--- config.mk ---
export PLATFORM = sky130hd
export DESIGN_NAME = rv32m_seq_fu_flat
export DESIGN_NICKNAME = d
export VERILOG_FILES = /design/src/rtl/rv32m_seq_fu_pkg.sv /design/src/rtl/rv32m_seq_fu_if.sv /design/src/rtl/rv32m_seq_fu_radix2_core.sv /design/src/rtl/rv32m_seq_fu.sv /design/src/flat_wrapper.sv
export SDC_FILE = /design/constraint.sdc
export NUM_CORES = 1
export LEC_CHECK = 0
export CAP_MARGIN = 15
export CELL_PAD_IN_SITES_DETAIL_PLACEMENT = 1
export CELL_PAD_IN_SITES_GLOBAL_PLACEMENT = 2
export CORE_ASPECT_RATIO = 0.6
export CORE_MARGIN = 3
export CORE_UTILIZATION = 37
export CTS_CLUSTER_SIZE = 12
export DETAILED_ROUTE_END_ITERATION = 7
export GPL_TIMING_DRIVEN = 0
export HOLD_SLACK_MARGIN = 0.02
export PLACE_DENSITY_LB_ADDON = 0.1
export SYNTH_ARGS = -nofsm -noshare
export SYNTH_HDL_FRONTEND = slang
export SYNTH_HIERARCHICAL = 1
export SYNTH_SLANG_ARGS = --single-unit
--- constraint.sdc ---
create_clock -name CLK -period 7.35 [get_ports CLK]
set_input_delay 1.47 -clock CLK [delete_from_list [all_inputs] [get_ports CLK]]
set_output_delay 1.47 -clock CLK [all_outputs]
set_load 0.02 [all_outputs]
--- src/rtl/rv32m_seq_fu_pkg.sv ---
// Shared RV32M types: decoder output, FU state encoding and the fixed
// constants used by the sequential multiply/divide unit.
package rv32m_pkg;

   localparam int XLEN             = 32;
   localparam int RV32M_ITERATIONS = 32;
   localparam int RV32M_CNT_W      = $clog2(RV32M_ITERATIONS);

   // Results defined by the ISA for the two divide corner cases.
   localparam logic [31:0] RV32M_DIV0_QUOTIENT = 32'hFFFF_FFFF;
   localparam logic [31:0] RV32M_OVF_DIVIDEND  = 32'h8000_0000;
   localparam logic [31:0] RV32M_OVF_DIVISOR   = 32'hFFFF_FFFF;
   localparam logic [31:0] RV32M_OVF_QUOTIENT  = 32'h8000_0000;
   localparam logic [31:0] RV32M_OVF_REMAINDER = 32'h0000_0000;

   // Encoding follows funct3 of the RV32M instructions.
   typedef enum logic [2:0] {
      OP_MUL    = 3'b000,
      OP_MULH   = 3'b001,
      OP_MULHSU = 3'b010,
      OP_MULHU  = 3'b011,
      OP_DIV    = 3'b100,
      OP_DIVU   = 3'b101,
      OP_REM    = 3'b110,
      OP_REMU   = 3'b111
   } rv32m_op_t;

   typedef struct packed {
      logic      select;
      rv32m_op_t op;
   } rv32m_decode_t;

   typedef enum logic [1:0] {
      IDLE   = 2'd0,
      RUN    = 2'd1,
      FINISH = 2'd2
   } rv32m_fu_state_t;

   function automatic logic is_div_op(rv32m_op_t op);
      return op[2];
   endfunction

   function automatic logic is_rem_op(rv32m_op_t op);
      return op[2] & op[1];
   endfunction

   // Magnitude of a two's-complement word; 0x80000000 maps to itself,
   // which is the correct unsigned magnitude.
   function automatic logic [31:0] abs32(logic [31:0] x);
      return x[31] ? (32'd0 - x) : x;
   endfunction

endpackage

--- src/rtl/rv32m_seq_fu_if.sv ---
// Request/response bundle between the execute stage and the RV32M unit.
interface rv32m_seq_fu_if
   import rv32m_pkg::*;
();
   rv32m_decode_t decode;
   logic [31:0]   rs1_data;
   logic [31:0]   rs2_data;
   logic          kill;
   logic          busy;
   logic          done;
   logic [31:0]   result;

   modport master (
      output decode, rs1_data, rs2_data, kill,
      input  busy, done, result
   );

   modport slave (
      input  decode, rs1_data, rs2_data, kill,
      output busy, done, result
   );
endinterface

--- src/rtl/rv32m_seq_fu_radix2_core.sv ---
// Radix-2 iteration engine shared by multiply (shift-add) and divide
// (restoring). Works on unsigned magnitudes; signs are handled outside.
module rv32m_radix2_core
   import rv32m_pkg::*;
(
   input  logic        CLK,
   input  logic        nRST,
   input  logic        load,
   input  logic        div_mode,
   input  logic [31:0] acc_lo_init,  // multiplier or dividend
   input  logic [31:0] b_init,       // multiplicand or divisor
   input  logic        step,
   output logic [63:0] acc_nxt,      // accumulator after this cycle's iteration
   output logic        last
);

   logic                   mode_q;
   logic [63:0]            acc_q;
   logic [31:0]            b_q;
   logic [RV32M_CNT_W-1:0] cnt_q;

   logic [33:0] op_a;
   logic [33:0] op_b;
   logic [33:0] addsub;

   // One shared adder: multiply adds into the high word, divide
   // trial-subtracts from the 33-bit shifted remainder.
   always_comb begin
      // NOTE: every always_comb output gets a default first so no path can infer a latch.
      acc_nxt = acc_q;
      op_a    = mode_q ? {1'b0, acc_q[63:31]} : {2'b00, acc_q[63:32]};
      op_b    = {2'b00, b_q};
      addsub  = mode_q ? (op_a - op_b) : (op_a + op_b);
      if (mode_q) begin
         // Borrow out means the trial difference went negative: restore.
         acc_nxt = addsub[33] ? {acc_q[62:0], 1'b0}
                              : {addsub[31:0], acc_q[30:0], 1'b1};
      end else begin
         acc_nxt = acc_q[0] ? {addsub[32:0], acc_q[31:1]}
                            : {1'b0, acc_q[63:1]};
      end
   end

   assign last = (cnt_q == '0);

   // Operand load on accept, then one iteration per step.
   always_ff @(posedge CLK or negedge nRST) begin
      // NOTE: sequential state uses non-blocking assignments only, so all registers update together.
      if (!nRST) begin
         mode_q <= 1'b0;
         acc_q  <= '0;
         b_q    <= '0;
         cnt_q  <= '0;
      end else if (load) begin
         mode_q <= div_mode;
         acc_q  <= {32'd0, acc_lo_init};
         b_q    <= b_init;
         cnt_q  <= RV32M_CNT_W'(RV32M_ITERATIONS - 1);
      end else if (step) begin
         acc_q  <= acc_nxt;
         cnt_q  <= cnt_q - 1'b1;
      end
   end

endmodule

--- src/rtl/rv32m_seq_fu.sv ---
// Sequential RV32M execute unit: FSM, sign/magnitude pre-processing,
// divide corner-case shortcuts and result post-negation/select.
module rv32m_seq_fu
   import rv32m_pkg::*;
(
   input  logic           CLK,
   input  logic           nRST,
   rv32m_seq_fu_if.slave  fu
);

   rv32m_fu_state_t state_q;
   rv32m_op_t       op_q;
   logic            neg_q;
   logic [31:0]     result_q;

   rv32m_op_t   op_in;
   logic        start;
   logic        accept;
   logic        signed1;
   logic        signed2;
   logic        neg_in;
   logic        div_in;
   logic        div_zero;
   logic        div_ovf;
   logic        special;
   logic [31:0] special_val;
   logic [31:0] mag1;
   logic [31:0] mag2;
   logic [31:0] core_lo;
   logic [31:0] core_b;
   logic [63:0] core_acc;
   logic        core_last;
   logic [63:0] prod;
   logic [31:0] quo;
   logic [31:0] rem;
   logic [31:0] fin_val;

   assign op_in  = fu.decode.op;
   assign start  = fu.decode.select & ~fu.kill;
   assign accept = start & (state_q != RUN);

   // Operand magnitudes, result sign and divide shortcuts for the request.
   always_comb begin
      signed1 = 1'b0;
      signed2 = 1'b0;
      neg_in  = 1'b0;
      case (op_in)
         OP_MUL, OP_MULH, OP_DIV: begin
            signed1 = 1'b1;
            signed2 = 1'b1;
            neg_in  = fu.rs1_data[31] ^ fu.rs2_data[31];
         end
         OP_MULHSU: begin
            signed1 = 1'b1;
            neg_in  = fu.rs1_data[31];
         end
         OP_REM: begin
            signed1 = 1'b1;
            signed2 = 1'b1;
            neg_in  = fu.rs1_data[31];
         end
         default: ;
      endcase

      mag1     = signed1 ? abs32(fu.rs1_data) : fu.rs1_data;
      mag2     = signed2 ? abs32(fu.rs2_data) : fu.rs2_data;
      div_in   = is_div_op(op_in);
      div_zero = div_in & (fu.rs2_data == 32'd0);
      div_ovf  = div_in & signed2 & (fu.rs1_data == RV32M_OVF_DIVIDEND)
                        & (fu.rs2_data == RV32M_OVF_DIVISOR);
      special  = div_zero | div_ovf;

      special_val = 32'd0;
      if (div_zero)
         special_val = is_rem_op(op_in) ? fu.rs1_data : RV32M_DIV0_QUOTIENT;
      else if (div_ovf)
         special_val = is_rem_op(op_in) ? RV32M_OVF_REMAINDER : RV32M_OVF_QUOTIENT;

      // Divide keeps the dividend in the low half; multiply shifts the
      // multiplier out of the low half.
      core_lo = div_in ? mag1 : mag2;
      core_b  = div_in ? mag2 : mag1;
   end

   rv32m_radix2_core u_core (
      .CLK         (CLK),
      .nRST        (nRST),
      .load        (accept & ~special),
      .div_mode    (div_in),
      .acc_lo_init (core_lo),
      .b_init      (core_b),
      .step        (state_q == RUN),
      .acc_nxt     (core_acc),
      .last        (core_last)
   );

   // Final sign correction and word select, taken from the last iteration.
   always_comb begin
      prod = neg_q ? (64'd0 - core_acc) : core_acc;
      quo  = core_acc[31:0];
      rem  = core_acc[63:32];
      case (op_q)
         OP_MUL:                       fin_val = prod[31:0];
         OP_MULH, OP_MULHSU, OP_MULHU: fin_val = prod[63:32];
         OP_DIV, OP_DIVU:              fin_val = neg_q ? (32'd0 - quo) : quo;
         default:                      fin_val = neg_q ? (32'd0 - rem) : rem;
      endcase
   end

   // Control FSM; kill has priority over everything except reset.
   always_ff @(posedge CLK or negedge nRST) begin
      if (!nRST) begin
         state_q  <= IDLE;
         op_q     <= OP_MUL;
         neg_q    <= 1'b0;
         result_q <= '0;
      end else if (fu.kill) begin
         state_q  <= IDLE;
      end else begin
         case (state_q)
            IDLE, FINISH: begin
               if (accept) begin
                  op_q  <= op_in;
                  neg_q <= neg_in;
                  if (special) begin
                     state_q  <= FINISH;
                     result_q <= special_val;
                  end else begin
                     state_q  <= RUN;
                  end
               end else begin
                  state_q <= IDLE;
               end
            end
            RUN: begin
               if (core_last) begin
                  state_q  <= FINISH;
                  result_q <= fin_val;
               end
            end
            default: state_q <= IDLE;
         endcase
      end
   end

   assign fu.busy   = (state_q == RUN) | accept;
   assign fu.done   = (state_q == FINISH);
   assign fu.result = result_q;

endmodule

--- src/flat_wrapper.sv ---
// flat-port wrapper written by rule: the top's interface ports become plain ports
module rv32m_seq_fu_flat import rv32m_pkg::*;
  (CLK, nRST, fu_decode, fu_rs1_data, fu_rs2_data, fu_kill, fu_busy, fu_done, fu_result);
  rv32m_seq_fu_if fu_i ();
  input  logic CLK;
  input  logic nRST;
  input wire logic [$bits(fu_i.decode)-1:0] fu_decode;
  input wire logic [$bits(fu_i.rs1_data)-1:0] fu_rs1_data;
  input wire logic [$bits(fu_i.rs2_data)-1:0] fu_rs2_data;
  input wire logic [$bits(fu_i.kill)-1:0] fu_kill;
  output wire logic [$bits(fu_i.busy)-1:0] fu_busy;
  output wire logic [$bits(fu_i.done)-1:0] fu_done;
  output wire logic [$bits(fu_i.result)-1:0] fu_result;
  assign fu_i.decode = fu_decode;
  assign fu_i.rs1_data = fu_rs1_data;
  assign fu_i.rs2_data = fu_rs2_data;
  assign fu_i.kill = fu_kill;
  assign fu_busy = fu_i.busy;
  assign fu_done = fu_i.done;
  assign fu_result = fu_i.result;
  rv32m_seq_fu u_core (.CLK(CLK), .nRST(nRST), .fu(fu_i));
endmodule
==> results_dict.tcl <==
set metrics [dict create \
    final_core_util 0.450 \
    syn2layout_area_growth_pct 19.4 \
    clk_latency_ns 0.45 \
    grt_pass1_wl_um 125000 \
    reg2reg_slack_ns 0.04 \
    die_x_um 274 \
    finalNonFillerCells 2726 \
    fin_nets 2251 \
    synth_top_family_by_area "compound AO/OA/AOI/OAI gates" \
    grt.total_usage 0.373 \
    vias 18400 \
    path_clk_slew_ns 0.07 \
    gp_congestion 1.01 \
    cts_tree "built" \
    combPwrFrac 0.743 \
    antenna_found_initial 2 \
    synthXorXnorAreaFrac 0.0844 \
    synthMuxAreaShare 0.132 \
    sw_frac_of_total 0.591 \
    hold_buffers 0 \
    rsz0062_at_grt "yes" \
    vias_per_cell 6.74 \
    r2r_start "u_core/u_core/b_q[13]" \
    start_util 0.377 \
    reg2reg_depth 24 \
    synth-adder-area-share 0.0328 \
    synth_top_area_frac 0.221 \
    core_area_um2 42200 \
    die-area_um2 45500 \
    crit_type "register to register" \
    post-place-ws_ns -2.02 \
    cts-root-buf "clkbuf_16" \
    cp_common_cell "nor2_1" \
    r2r_end "u_core/fu.result[11]" \
    synth_cell_types 103 \
    cts_buffers 17 \
    synthTopCellsByArea "dfrtp_1 22%, mux2i_1 7.1%, mux2_2 6.1%" \
    ant_nets 0 \
    grt_pass1_vias 17500 \
    hold-path-endpoint "u_core/fu.result[1]" \
    p_clk_frac 0.105 \
    worstMarginPinSlew_ns 1.18 \
    critPathRequiredTime_ns 7.67 \
    drive_gt1_frac 0.149 \
    synth_simple_gate_area_share 0.217 \
    status "finished, final reports clean" \
    synth_top_area_cell "dfrtp_1" \
    finalMaxSlewViolations 0 \
    ys.flop_type "dfrtp_1" \
    dp.cells 2682 \
    fillers 5081 \
    ys_seq_area_frac 0.221 \
    row_count 58 \
    min_path_cells 2 \
    synthArstFlopShare 1.00 \
    routed_wl_um 87500 \
    fmax_mhz 137 \
    fin_crit_ns 7.31 \
    synth_cells 2007 \
    holdCritStartpoint "u_core/fu.result[1]" \
    ir_drop_uv 338 \
    multi_input_area_um2 12100 \
    worst_slack_ns 0.0447 \
    setup_viol 0 \
    ctsHtreeMaxLevel 4 \
    dr.first_iter.drc_count 2501 \
    boundaryPins 105 \
    worstPathCellList "nor3_1 > nor3b_4 > a31oi_4 > o21bai_2 > nor2_1 > xor2_2 > ha_1 > buf_2 > and3_4 > and3_1 > nand3_1 > or4_4 > o21ai_4 > buf_12 > buf_4 > mux2_2 > o21a_1 > nor3_2 > and4_1 > a41o_1 > xor2_1 > nor2_1 > o21ai_0 > o311ai_2" \
    synth_compound_area_frac 0.261 \
    numClockSinks 140 \
    internal-power_mw 3.59 \
    avgSynthCellArea_um2 7.92 \
    fin_skew_ns 0.0143 \
    grt_max_degree 95 \
    hold_class "register to register" \
    finalHoldViolCount 0 \
    cp_slowest_cell "and4_1" \
    clk_path_buf_depth 2 \
    p_sw_mw 5.20 \
    whs_ns 0.489 \
    yosys_warnings 6 \
    cp.arrival_ns 7.62 \
    crit_fanout 10 \
    dpl.hpwl_um 70700 \
    crit_family "simple AND/OR/NAND/NOR gates" \
    p_leak_nw 7.21 \
    power-per-cell-area_nw_per_um2 463 \
    first_pass_iters 6 \
    min_period_over_period 0.994 \
    synth_nets 2119 \
    seq_area_um2 3500 \
    slew_headroom 0.212 \
    end_kind "register" \
    p_seq_frac 0.152 \
    start_kind "register" \
    wl_per_cell_um 32.1 \
    drc 0 \
    synth-edff-count 0 \
    netlist_area_um2 15900 \
    path_buf_inv 3 \
    cap_violations 0 \
    overflow 0 \
    cpPeakStageDelay_ns 0.58 \
    io_buffers 103 \
    die_y_um 167 \
    ys_seq_elements 140 \
]
## power by group through the flow
stage          logic (mW)  registers (mW)  clock network [mW]
2_1_floorplan        3.73            1.17                   0
3_3_place_gp         5.69            1.29                   0
3_5_place_dp         5.78            1.31                   0
4_1_cts              5.98            1.30               0.937
5_1_grt              6.82            1.36               0.969
6_report             6.53            1.34               0.924
## worst max path at each step
stage	cells after the start	slack [ns]	to	startpoint
after CTS	25	-0.12	u_core/fu.result[30]	u_core/u_core/b_q[3]
final	24	0.04	u_core/fu.result[11]	u_core/u_core/b_q[13]
after floorplan	26	0.98	u_core/fu.result[30]	u_core/u_core/b_q[3]
after global routing	26	-0.07	u_core/fu.result[17]	u_core/u_core/b_q[4]
after detailed placement	24	-2.02	u_core/fu.result[30]	u_core/u_core/mode_q
after global placement	24	-1.99	u_core/fu.result[30]	u_core/u_core/mode_q
## layout make-up
class | instances | share of cell area
Tap cell | 570 | 0.0376
Antenna cell | 4 | 0.000528
Inverter | 48 | 0.00970
Sequential cell | 140 | 0.185
Buffer | 133 | 0.0361
Timing Repair Buffer | 120 | 0.0645
Multi-Input combinational cell | 1679 | 0.636
Clock buffer | 17 | 0.0224
Clock inverter | 15 | 0.00871
## timing repair
action	in CTS	in global routing
gates resized for setup	57	75
hold endpoints to repair	0	0
cloned	0	1
setup buffers	5	8
endpoints found under the setup margin	32	30
pin swaps	5	13
## cell usage in the layout (no fill, tap or decap), types with 38 or more instances in the layout
cell type        synthesis  layout
nor3_1                  65      57
xnor2_1                 78      73
dfrtp_1                140     139
xor2_1                  75      72
ha_1                    40      38
o21ai_0                146     143
nand2_1                180     178
mux2i_1                112     110
inv_1                   43      42
a21oi_1                108     106
clkbuf_1                93      75
nor2_1                 164     160
a31oi_1                 41      40
mux2_2                  86      86
clkdlybuf4s50_1          0     102
nand3_1                 48      46
## metal layers
| metal | up-vias | global-route usage | wire [um] |
|---|---|---|---|
| li1 | 7801 | - | - |
| met1 | 9371 | 0.594 | 41700 |
| met2 | 1090 | 0.472 | 32200 |
| met3 | 106 | 0.132 | 12100 |
| met4 | 2 | 0.0612 | 1480 |
| met5 | - | 0 | 13 |
## Yosys cell counts (41+ instances only)
cell	count
a21oi_1	108
a31oi_1	41
clkbuf_1	93
dfrtp_1	140
inv_1	43
mux2_2	86
mux2i_1	112
nand2_1	180
nand3_1	48
nor2_1	164
nor3_1	65
o21ai_0	146
xnor2_1	78
xor2_1	75
## worst reg2reg max path, cell delays in order, from the launching register on
cell and delay, ns:
dfrtp_1 0.42, nor3_1 0.46, nor3b_4 0.40, a31oi_4 0.18, o21bai_2 0.29, nor2_1 0.21
xor2_2 0.33, ha_1 0.17, buf_2 0.21, and3_4 0.23, and3_1 0.19, nand3_1 0.18
or4_4 0.49, o21ai_4 0.17, buf_12 0.15, buf_4 0.19, mux2_2 0.36, o21a_1 0.46
nor3_2 0.44, and4_1 0.58, a41o_1 0.33, xor2_1 0.20, nor2_1 0.06, o21ai_0 0.33
o311ai_2 0.16
## sequential cells by signal (all words and copies together), names as in the netlist
name	count
u_core/neg_q	1
u_core/fu.result	32
u_core/u_core/b_q	32
u_core/op_q	3
u_core/u_core/cnt_q	5
u_core/u_core/acc_q	64
u_core/u_core/mode_q	1
u_core/state_q	2
## through the flow
step	area [um2]	total power [mW]	setup TNS (ns)
6_report	19000	8.79	0
5_1_grt	19000	9.14	-0.200
4_1_cts	18600	8.22	-0.230
2_1_floorplan	15900	4.91	0
3_5_place_dp	17700	7.09	-42.05
3_3_place_gp	17600	6.98	-218.52
## logic make-up after synthesis
logic type      count (synthesis)
buf+inv                       188
xor+xnor                      153
mux                           198
simple gates                  685
flops                         140
fa+ha+maj                      41
compound gates                602
No activity file was read; power rests on OpenSTA's default activity.
